## src/rtl/sign_flag_monitor.sv

```systemverilog
// Registered sample classifier: flags each accepted sample as negative/zero/positive
// and tracks consecutive and total negative counts with a sticky run-length alarm.
module sign_flag_monitor #(
    parameter int WIDTH     = 8,
    parameter int CNT_W     = 8,
    parameter int RUN_LIMIT = 4
) (
    input  logic             CLK,
    input  logic             RST_N,
    input  logic             VALID_IN,
    input  logic [WIDTH-1:0] A,
    input  logic             SIGNED_MODE,
    input  logic             CLR,
    output logic             VALID_OUT,
    output logic             NEG,
    output logic             ZERO,
    output logic             POS,
    output logic [CNT_W-1:0] NEG_RUN,
    output logic [CNT_W-1:0] NEG_TOTAL,
    output logic             ALARM
);

    localparam logic [CNT_W-1:0] CNT_MAX = '1;
    localparam logic [CNT_W-1:0] LIMIT   = CNT_W'(RUN_LIMIT);

    typedef enum logic [1:0] {
        S_IDLE,
        S_RUN,
        S_ALARM
    } state_t;

    state_t state;

    logic             sample_neg;
    logic             sample_zero;
    logic [CNT_W-1:0] run_inc;
    logic [CNT_W-1:0] total_inc;

    always_comb begin
        sample_neg  = SIGNED_MODE & A[WIDTH-1];
        sample_zero = (A == '0);
        run_inc     = (NEG_RUN == CNT_MAX) ? NEG_RUN : NEG_RUN + 1'b1;
        total_inc   = (NEG_TOTAL == CNT_MAX) ? NEG_TOTAL : NEG_TOTAL + 1'b1;
    end

    always_ff @(posedge CLK) begin
        if (!RST_N) begin
            state     <= S_IDLE;
            VALID_OUT <= 1'b0;
            NEG       <= 1'b0;
            ZERO      <= 1'b0;
            POS       <= 1'b0;
            NEG_RUN   <= '0;
            NEG_TOTAL <= '0;
            ALARM     <= 1'b0;
        end else begin
            VALID_OUT <= VALID_IN;

            // Flags follow every accepted sample, even one that CLR keeps out of the counters.
            if (VALID_IN) begin
                NEG  <= sample_neg;
                ZERO <= sample_zero;
                POS  <= !sample_neg && !sample_zero;
            end

            if (CLR) begin
                state     <= S_IDLE;
                NEG_RUN   <= '0;
                NEG_TOTAL <= '0;
                ALARM     <= 1'b0;
            end else if (VALID_IN) begin
                if (sample_neg) begin
                    NEG_RUN   <= run_inc;
                    NEG_TOTAL <= total_inc;
                    // NEG_RUN is 0 in S_IDLE, so the same limit test covers RUN_LIMIT=1.
                    case (state)
                        S_IDLE, S_RUN: begin
                            if (run_inc == LIMIT) begin
                                state <= S_ALARM;
                                ALARM <= 1'b1;
                            end else begin
                                state <= S_RUN;
                            end
                        end
                        S_ALARM: state <= S_ALARM;
                        default: begin
                            state <= S_IDLE;
                            ALARM <= 1'b0;
                        end
                    endcase
                end else begin
                    NEG_RUN <= '0;
                    if (state == S_RUN) begin
                        state <= S_IDLE;
                    end
                end
            end
        end
    end

endmodule

```

## config.mk

```make
export PLATFORM = sky130hd
export DESIGN_NAME = sign_flag_monitor
export DESIGN_NICKNAME = d
export VERILOG_FILES = /design/src/rtl/sign_flag_monitor.sv
export SDC_FILE = /design/constraint.sdc
export NUM_CORES = 1
export LEC_CHECK = 0
export ABC_AREA = 0
export CELL_PAD_IN_SITES_DETAIL_PLACEMENT = 0
export CELL_PAD_IN_SITES_GLOBAL_PLACEMENT = 1
export CORE_ASPECT_RATIO = 0.5
export CORE_MARGIN = 2
export CORE_UTILIZATION = 37
export CTS_CLUSTER_SIZE = 25
export DETAILED_ROUTE_END_ITERATION = 7
export PLACE_DENSITY_LB_ADDON = 0.2
export SYNTH_ARGS = -nofsm -noshare
export SYNTH_HDL_FRONTEND = slang
export SYNTH_SLANG_ARGS = --single-unit
```

## constraint.sdc

```tcl
create_clock -name CLK -period 3.9 [get_ports CLK]
set_input_delay 0.585 -clock CLK [delete_from_list [all_inputs] [get_ports CLK]]
set_output_delay 0.585 -clock CLK [all_outputs]
set_load 0.005 [all_outputs]
```

After elaboration in Yosys (flattened, before gate mapping) --
Cells that the tools add are included.
Storage, ports and cells: flip-flop bits (word level) 23
Cells by class: mux-type cells 8, add/sub/neg operators 2, bitwise gates (word level) 4, reduce and logical (&&, ||, !) cells 11, equality and inequality tests 6
Operators by type and width (number):
- adder 8 x 1 -> 8 bit, second input constant | 2
- equality test 8 bit, second input constant | 2
- 2-to-1 mux 8 bit | 2
- equality test 8 x 3 -> 1 bit, second input constant | 1
- logical NOT 8 bit | 1
- 2-to-1 mux 2 bit | 3
- case mux 2 bit (2 select lines) | 1
- AND reduction 4 bit | 1
- OR reduction 2 bit | 2
- inverter 1 bit | 3
- AND reduction 3 bit | 1
- equality test 2 x 1 -> 1 bit, second input constant | 1
- equality test 2 bit, second input constant | 1
- logical NOT 1 bit | 2
- logical NOT 2 bit | 1
- inequality test 2 bit, second input constant | 1
- case mux 1 bit (2 select lines) | 1
- AND reduction 2 bit | 1
- nonzero test 2 bit | 1
- AND 1 bit | 1
- logical AND 1 bit | 1
- 2-to-1 mux 1 bit | 1

Depth between registers and ports, before layout --
Gate-level depths: netlist of run 1.
depth in word-level cells 6, depth in mapped cells 6, mapped depth without buffers 5

Worst setup path before layout of run 1 --
No wires, ideal clock.
kind input to register, from in VALID_IN, to reg NEG_TOTAL[7], arrival time 1464 ps, setup slack 2304 ps, required time 3769 ps, path buffers 2, stages on the path 6, path through buf_6 -> nand3_1 -> buf_4 -> or2_1 -> o311ai_1 -> o41ai_1
Between the ends: longest elaborated chain between the ends 1
Ends and longest elaborated chain:
- from (decl) | RTL line 10 | input logic VALID_IN,
- AND reduction 3 bit (no line)
- to (signal assigned) | RTL line 74 | NEG_TOTAL <= total_inc;
- to (decl) | RTL line 19 | output logic [CNT_W-1:0] NEG_TOTAL,
Every way passes these cells. A chain may end at the register's enable or synchronous reset.

Worst setup path in the final report of run 1 --
from in VALID_IN, to reg NEG_TOTAL[5]
The elaborated chain is that of the path after synthesis.

==> results of run 1 <==
routing by layer:
| layer | GRT usage [%] | wire [µm] | vias up |
|---|---|---|---|
| met5 | 0 | 0 | - |
| met4 | 2.54 | 22 | 0 |
| met3 | 4.48 | 139 | 4 |
| met2 | 27.9 | 1280 | 25 |
| met1 | 20.8 | 1440 | 537 |
| li1 | - | - | 585 |
cell type report:
type,instances,area (µm²),share of cell area (%)
Clock inverter,1,5.00,0.317
Sequential cell,23,460,29.2
Inverter,3,11.3,0.714
Clock buffer,3,41.3,2.62
Multi-Input combinational cell,104,679,43.1
Timing Repair Buffer,33,330,20.9
Tap cell,40,50.0,3.17
flip-flops by register name, indices dropped and copies added (netlist names):
name	cells
ALARM	1
NEG_RUN	8
state	2
VALID_OUT	1
POS	1
NEG	1
ZERO	1
NEG_TOTAL	8
logic make-up after synthesis:
family,Yosys count
AOI/OAI and AO/OA,43
muxes,1
xor gates and xnor gates,3
and+or+nand+nor,55
DFF,23
adders and majority gates,2
buffers and inverters,12
worst min-delay path, stage by stage (launching register included):
cell      delay (ps)
dfxtp_1          320
nand2_1           50
a21boi_0          70
power breakdown:
group          switching, mW  internal, mW
Sequential           0.00159         0.237
Combinational         0.0176        0.0192
Clock                 0.0763        0.0713
cell usage after synthesis (2+ instances only):
| cell type | number | area [µm²] |
|---|---|---|
| a2111oi_4 | 2 | 55.1 |
| a211oi_1 | 4 | 30.0 |
| a21oi_1 | 11 | 55.1 |
| a31oi_1 | 2 | 12.5 |
| and3_1 | 2 | 12.5 |
| buf_1 | 2 | 7.51 |
| buf_2 | 3 | 15.0 |
| buf_4 | 2 | 15.0 |
| dfxtp_1 | 23 | 460 |
| ha_1 | 2 | 25.0 |
| inv_1 | 3 | 11.3 |
| nand2_1 | 11 | 41.3 |
| nand2b_1 | 2 | 12.5 |
| nand3_1 | 11 | 55.1 |
| nand4_1 | 3 | 18.8 |
| nor2_1 | 8 | 30.0 |
| nor2b_1 | 3 | 18.8 |
| nor3_1 | 5 | 25.0 |
| nor4_1 | 2 | 12.5 |
| o21ai_0 | 7 | 35.0 |
| o31ai_1 | 4 | 30.0 |
| o41ai_1 | 3 | 26.3 |
| or4_1 | 2 | 15.0 |
| xnor2_1 | 2 | 17.5 |
metrics by stage:
step	utilization, %	power (mW)
global placement	50.2	0.280
finish	51.8	0.423
CTS	51.8	0.427
floorplan	-	0.262
detailed placement	50.2	0.281
global route	51.8	0.440
worst paths after layout:
| check | startpoint | endpoint | slack [ps] |
|---|---|---|---|
| worst max register to register | NEG_RUN[0] | NEG_RUN[0] | 2180 |
| worst max-delay path | VALID_IN | NEG_TOTAL[5] | 1470 |
| worst min register to register | ZERO | ZERO | 480 |
| worst min-delay path | ZERO | ZERO | 480 |
==> key figures, run 1 <==
Status
  – Outcome: finished clean

Global route
  – First-pass GRT wire length: ~4.8 mm
  – Vias in the first global route: 1039
  – Total gr overflow: 0
  – Pin count of the biggest net entering global routing: 17
  – Overall routing resource usage: approximately 16%
  – Initial antenna violation count: 0

Place
  – DP Area: approximately 1500 µm²
  – Routability cong.: just under 0.9
  – Pre-CTS setup slack: approximately 1200 ps
  – Placed wire-length estimate: around 2.1 mm
  – Post-Place Cells: ~200
  – # port buffers: 33

Worst setup path
  – WP data required: 4080 ps
  – Crit path depth: 5
  – Worst EP arrival: approximately 2600 ps
  – Startpoint types: input port
  – Critical-path top delay cell: clkdlybuf4s50_1
  – Element type at the critical path end: register
  – Worst-path cell chain: clkdlybuf4s50_1 > and3_1 > o21ai_2 > or4_1 > a21oi_1
  – Critical Path Max Stage Delay: 690 ps
  – Depth of the most critical reg-to-reg path: 5
  – WP buf/inv: 1
  – CP delay by family, top: simple AND/OR/NAND/NOR gates
  – WS Path Type: in -> reg
  – Critical Path Fanout Max: 15

STA
  – Setup TNS Final: 0 ps
  – Slew @ Worst Pin: between 600 and 700 ps
  – Count of pins over their slew limit: 0
  – Setup-failing EPs final: 0
  – Hold slack: between 400 and 500 ps
  – Final hold viol count: 0
  – Max-Slew Margin vs Limit: between 50% and 60%
  – Post-layout worst setup margin: 1470 ps
  – Final min period: between 2000 and 2500 ps
  – Max Clock Skew: 0.576 ps
  – Fmax: 411 MHz
  – Final worst-path cycle share: 62.3%
  – RSZ-0062 raised after global routing: false

Die
  – Initial Util: 39.5%
  – Num ports: 34
  – Core area: a little over 3000 µm²
  – Overall die height: around 44 µm
  – Rows: 14
  – Die area: 3750 µm²
  – Die W: between 80 and 90 µm

Route
  – Drt pass-1 iters: 4
  – DR vias: 1151
  – Iteration-0 DRC Markers: 38
  – Drt wl/cell: 13.9 µm
  – DRT antenna net count: 0
  – Drt total wl: 2.88 mm
  – Vias per cell: ~5.6
  – DRC viols: 0

Hold path
  – WHS Path Cells: 2
  – Hold Path Class: reg -> reg

Layout
  – Post-Layout Cell Count: 207
  – Layout cells sized above 1: 4.79%
  – Syn-to-layout area delta: 31.1%
  – Ant. Diodes: 0
  – Commonest non-fill, non-tap cells in the layout: clkdlybuf4s50_1, dfxtp_1, nand3_1, nand2_1, a21oi_1
  – Final net count: 183
  – Final Cell Area: roughly 1600 µm²
  – Most common cell after layout, fill and taps aside: clkdlybuf4s50_1
  – Fillers: 310

Synth
  – Largest family of logic cells by synthesized area: compound AO/OA/AOI/OAI gates
  – Yosys reg bits: 23
  – Synth Area in Compound Gates: around 27%
  – Mux cell area share after synthesis: 0.832%
  – Number of synthesized flops with an enable pin: 0
  – XOR/XNOR share of the synthesized area: 2.18%
  – Syn Nets: 154
  – Synthesized area: roughly 1200 µm²
  – Synth Area in Adders: under 10%
  – Avg Synthesized Cell Area: 8.66 µm²
  – Post-synth ARST share: 0%
  – Post-synth cell types: 44
  – Synth Flop Type: dfxtp_1
  – Synth warn: 0
  – Sequential fraction of the synthesis area: 38.3%
  – Synth Area in Simple Gates: about a quarter
  – Syn Inst Count: approximately 140

Pwr
  – PD cells: approximately 270 nW/µm²
  – P_leak: 0.472 nW
  – Worst vdd rail ir drop: between 100 and 150 µV

Clock network
  – Worst-path clk slew: 80 ps
  – TritonCTS clock tree: yes
  – Clk Latency, worst-skew pair: between 200 and 300 ps
  – Max clock buf depth: 2
  – Post_cts resized: 0
  – Hold_buf cts: 0
  – CTS Buf Count: 3
  – Setup bufs post-CTS: 0
  – Clock root buffer master: clkbuf_8
  – H-tree levels: 1
  – Sink Count: 23

Job
  – Max Cap Viol: 0
(Power assumes the default switching activity.)
==> inputs of run 2 (changes only) <==
--- a/config.mk
+++ b/config.mk
@@ -10,7 +10,7 @@
 export CELL_PAD_IN_SITES_GLOBAL_PLACEMENT = 1
 export CORE_ASPECT_RATIO = 0.5
 export CORE_MARGIN = 2
-export CORE_UTILIZATION = 37
+export CORE_UTILIZATION = 31
 export CTS_CLUSTER_SIZE = 25
 export DETAILED_ROUTE_END_ITERATION = 7
 export PLACE_DENSITY_LB_ADDON = 0.2
==> constraint.sdc (replaced) <==
create_clock -name CLK -period 2.04 [get_ports CLK]
set_input_delay 0.306 -clock CLK [delete_from_list [all_inputs] [get_ports CLK]]
set_output_delay 0.306 -clock CLK [all_outputs]
set_load 0.005 [all_outputs]
==> run 2 against run 1 <==
  * Setup slack worse by 1100 ps
  * Clock power rose by 100%
  * Combinational power grew 110%
  * Final cell count is 8.2% higher
  * Sequential cell count unchanged
  * First-iteration DRC count shrank 74%
  * Total power grew 98%
  * Critical path type is now reg -> out
  * Highest routed layer unchanged
==> key figures, run 2 (synthesized netlist as in run 1, its figures left out) <==
Worst setup path
  – Worst-case register-to-register setup slack: 460 ps (-1720 ps)
  – CP delay by family, top: buffers and inverters
  – WP buf/inv: 1 (unchanged)
  – FF-to-FF End: NEG_RUN[7]
  – Element type at the critical path end: primary output
  – FF-to-FF Start: NEG_RUN[0]
  – WP data required: 1730 ps (-2350 ps)
  – Depth of the most critical reg-to-reg path: 5 (unchanged)
  – Critical-path top delay cell: clkdlybuf4s50_1
  – Critical Path Max Stage Delay: 580 ps (-110 ps)
  – WS Path Type: reg -> out
  – Worst EP arrival: 1410 ps (-1210 ps)
  – Startpoint types: register
  – Worst-path cell chain: clkdlybuf4s50_1
  – Critical Path Fanout Max: 8 (-7)

Job
  – Max Cap Viol: 0 (unchanged)

Route
  – Drt total wl: 3.10 mm (+7.8%)
  – Drt wl/cell: 13.8 µm (-0.39%)
  – DRC viols: 0 (unchanged)
  – DR vias: 1179 (+2.4%)
  – Drt pass-1 iters: 4 (unchanged)
  – DRT antenna net count: 0 (unchanged)
  – Iteration-0 DRC Markers: 10 (-74%)
  – Vias per cell: 5.26 (-5.3%)

Die
  – Rows: 15 (+1)
  – Die W: 92.1 µm (+8.8%)
  – Overall die height: 48.1 µm (+8.4%)
  – Num ports: 34 (unchanged)
  – Die area: 4430 µm² (+18%)
  – Core area: 3570 µm² (+17%)
  – Initial Util: 33.8% (-5.7 points)

Clock network
  – TritonCTS clock tree: yes
  – Clk Latency, worst-skew pair: 270 ps (about the same)
  – Setup bufs post-CTS: 0 (unchanged)
  – Post_cts resized: 0 (unchanged)
  – Sink Count: 23 (unchanged)
  – H-tree levels: 1 (unchanged)
  – Clock root buffer master: clkbuf_8
  – CTS Buf Count: 3 (unchanged)
  – Hold_buf cts: 0 (unchanged)
  – Max clock buf depth: 2 (unchanged)
  – Worst-path clk slew: 90 ps (about the same)

Pwr
  – PD cells: 511 nW/µm² (+91%)
  – Worst vdd rail ir drop: 208 µV (+72%)
  – P_leak: 0.500 nW (+6.0%)

STA
  – Post-layout worst setup margin: 321 ps (-1150 ps)
  – RSZ-0062 raised after global routing: false
  – Max Clock Skew: 2.77 ps (+2.19 ps)
  – Final min period: 1720 ps
  – Max-Slew Margin vs Limit: 68.5% (+14 points)
  – Setup-failing EPs final: 0 (unchanged)
  – Count of pins over their slew limit: 0 (unchanged)
  – Final hold viol count: 0 (unchanged)
  – Setup TNS Final: 0 ps (unchanged)
  – Slew @ Worst Pin: 473 ps (-209 ps)
  – Hold slack: 481 ps (-2.98 ps)
  – Final worst-path cycle share: a little over four fifths
  – Fmax: around 580 MHz

Global route
  – Overall routing resource usage: 15.0% (-1.0 points)
  – Vias in the first global route: 1092 (+5.1%)
  – Initial antenna violation count: 0 (unchanged)
  – Total gr overflow: 0 (unchanged)
  – Pin count of the biggest net entering global routing: 15 (-2)
  – First-pass GRT wire length: 5.10 mm (+6.0%)

Layout
  – Layout cells sized above 1: 8.09% (+3.3 points)
  – Commonest non-fill, non-tap cells in the layout: clkdlybuf4s50_1, dfxtp_1, nand3_1, nand2_1, a21oi_1
  – Most common cell after layout, fill and taps aside: clkdlybuf4s50_1
  – Top Registers: NEG_RUN (8), NEG_TOTAL (8), state (2)
  – Final net count: 189 (+3.3%)
  – Fillers: 355 (+15%)
  – Syn-to-layout area delta: 36.0%
  – Ant. Diodes: 0 (unchanged)

Hold path
  – Hold Path Origin: ZERO
  – Hold EP: ZERO
  – Hold Path Class: reg -> reg
  – WHS Path Cells: 2 (unchanged)

Place
  – Routability cong.: 0.780 (-12%)
  – Pre-CTS setup slack: 98.3 ps (-1110 ps)
  – Placed wire-length estimate: 2.27 mm (+8.9%)
  – # port buffers: 33 (unchanged)

Status
  – Outcome: finished clean
## run 2: changes by cell type in the layout (fill, tap and decap cells not counted), sizes merged
| cell | change |
|---|---|
| buf | +6 |
## run 2: layer usage
layer  share of wire (%)  track usage (%)  up-vias
met4                0.97             4.48        0
met1                  53             20.0      558
met2                  42             24.3       18
li1                    -                -      599
met3                 4.0             4.41        4
met5                   0                0        -
## run 2: where the power goes
group	internal, mW	total [mW]	switching, mW
clock	0.137	0.303	0.166
sequential	0.453	0.456	0.00272
combinational	0.0423	0.0777	0.0354
## run 2: cell type report
| type | count | area (µm²) | share of cell area [%] |
|---|---|---|---|
| clock buffer | 3 | 41.3 | 2.52 |
| tap | 51 | 63.8 | 3.90 |
| sequential | 23 | 460 | 28.1 |
| timing repair buffer | 39 | 375 | 22.9 |
| clock inverter | 1 | 5.00 | 0.306 |
| inverter | 3 | 11.3 | 0.688 |
| multi-input combinational | 104 | 679 | 41.5 |
## run 2: worst max-delay path by stage
| stage | to | cells after the start | start |
|---|---|---|---|
| 2_1_floorplan | NEG_RUN[7] | 5 | NEG_RUN[0] |
| 3_3_place_gp | NEG_TOTAL[7] | 5 | A[7] |
| 3_5_place_dp | NEG_TOTAL[7] | 5 | A[7] |
| 4_1_cts | NEG_RUN[7] | 1 | NEG_RUN[7] |
| 5_1_grt | NEG_RUN[7] | 1 | NEG_RUN[7] |
| 6_report | NEG_RUN[7] | 1 | NEG_RUN[7] |
## run 2: stage by stage
| step | area (µm²) | instances | power (mW) | util (%) |
|---|---|---|---|---|
| floorplan | 1200 | 139 | 0.501 | - |
| global placement | 1590 | 220 | 0.544 | 44.6 |
| detailed placement | 1590 | 220 | 0.544 | 44.6 |
| CTS | 1640 | 224 | 0.845 | 45.9 |
| global route | 1640 | 224 | 0.872 | 45.9 |
| finish | 1640 | 224 | 0.837 | 45.9 |
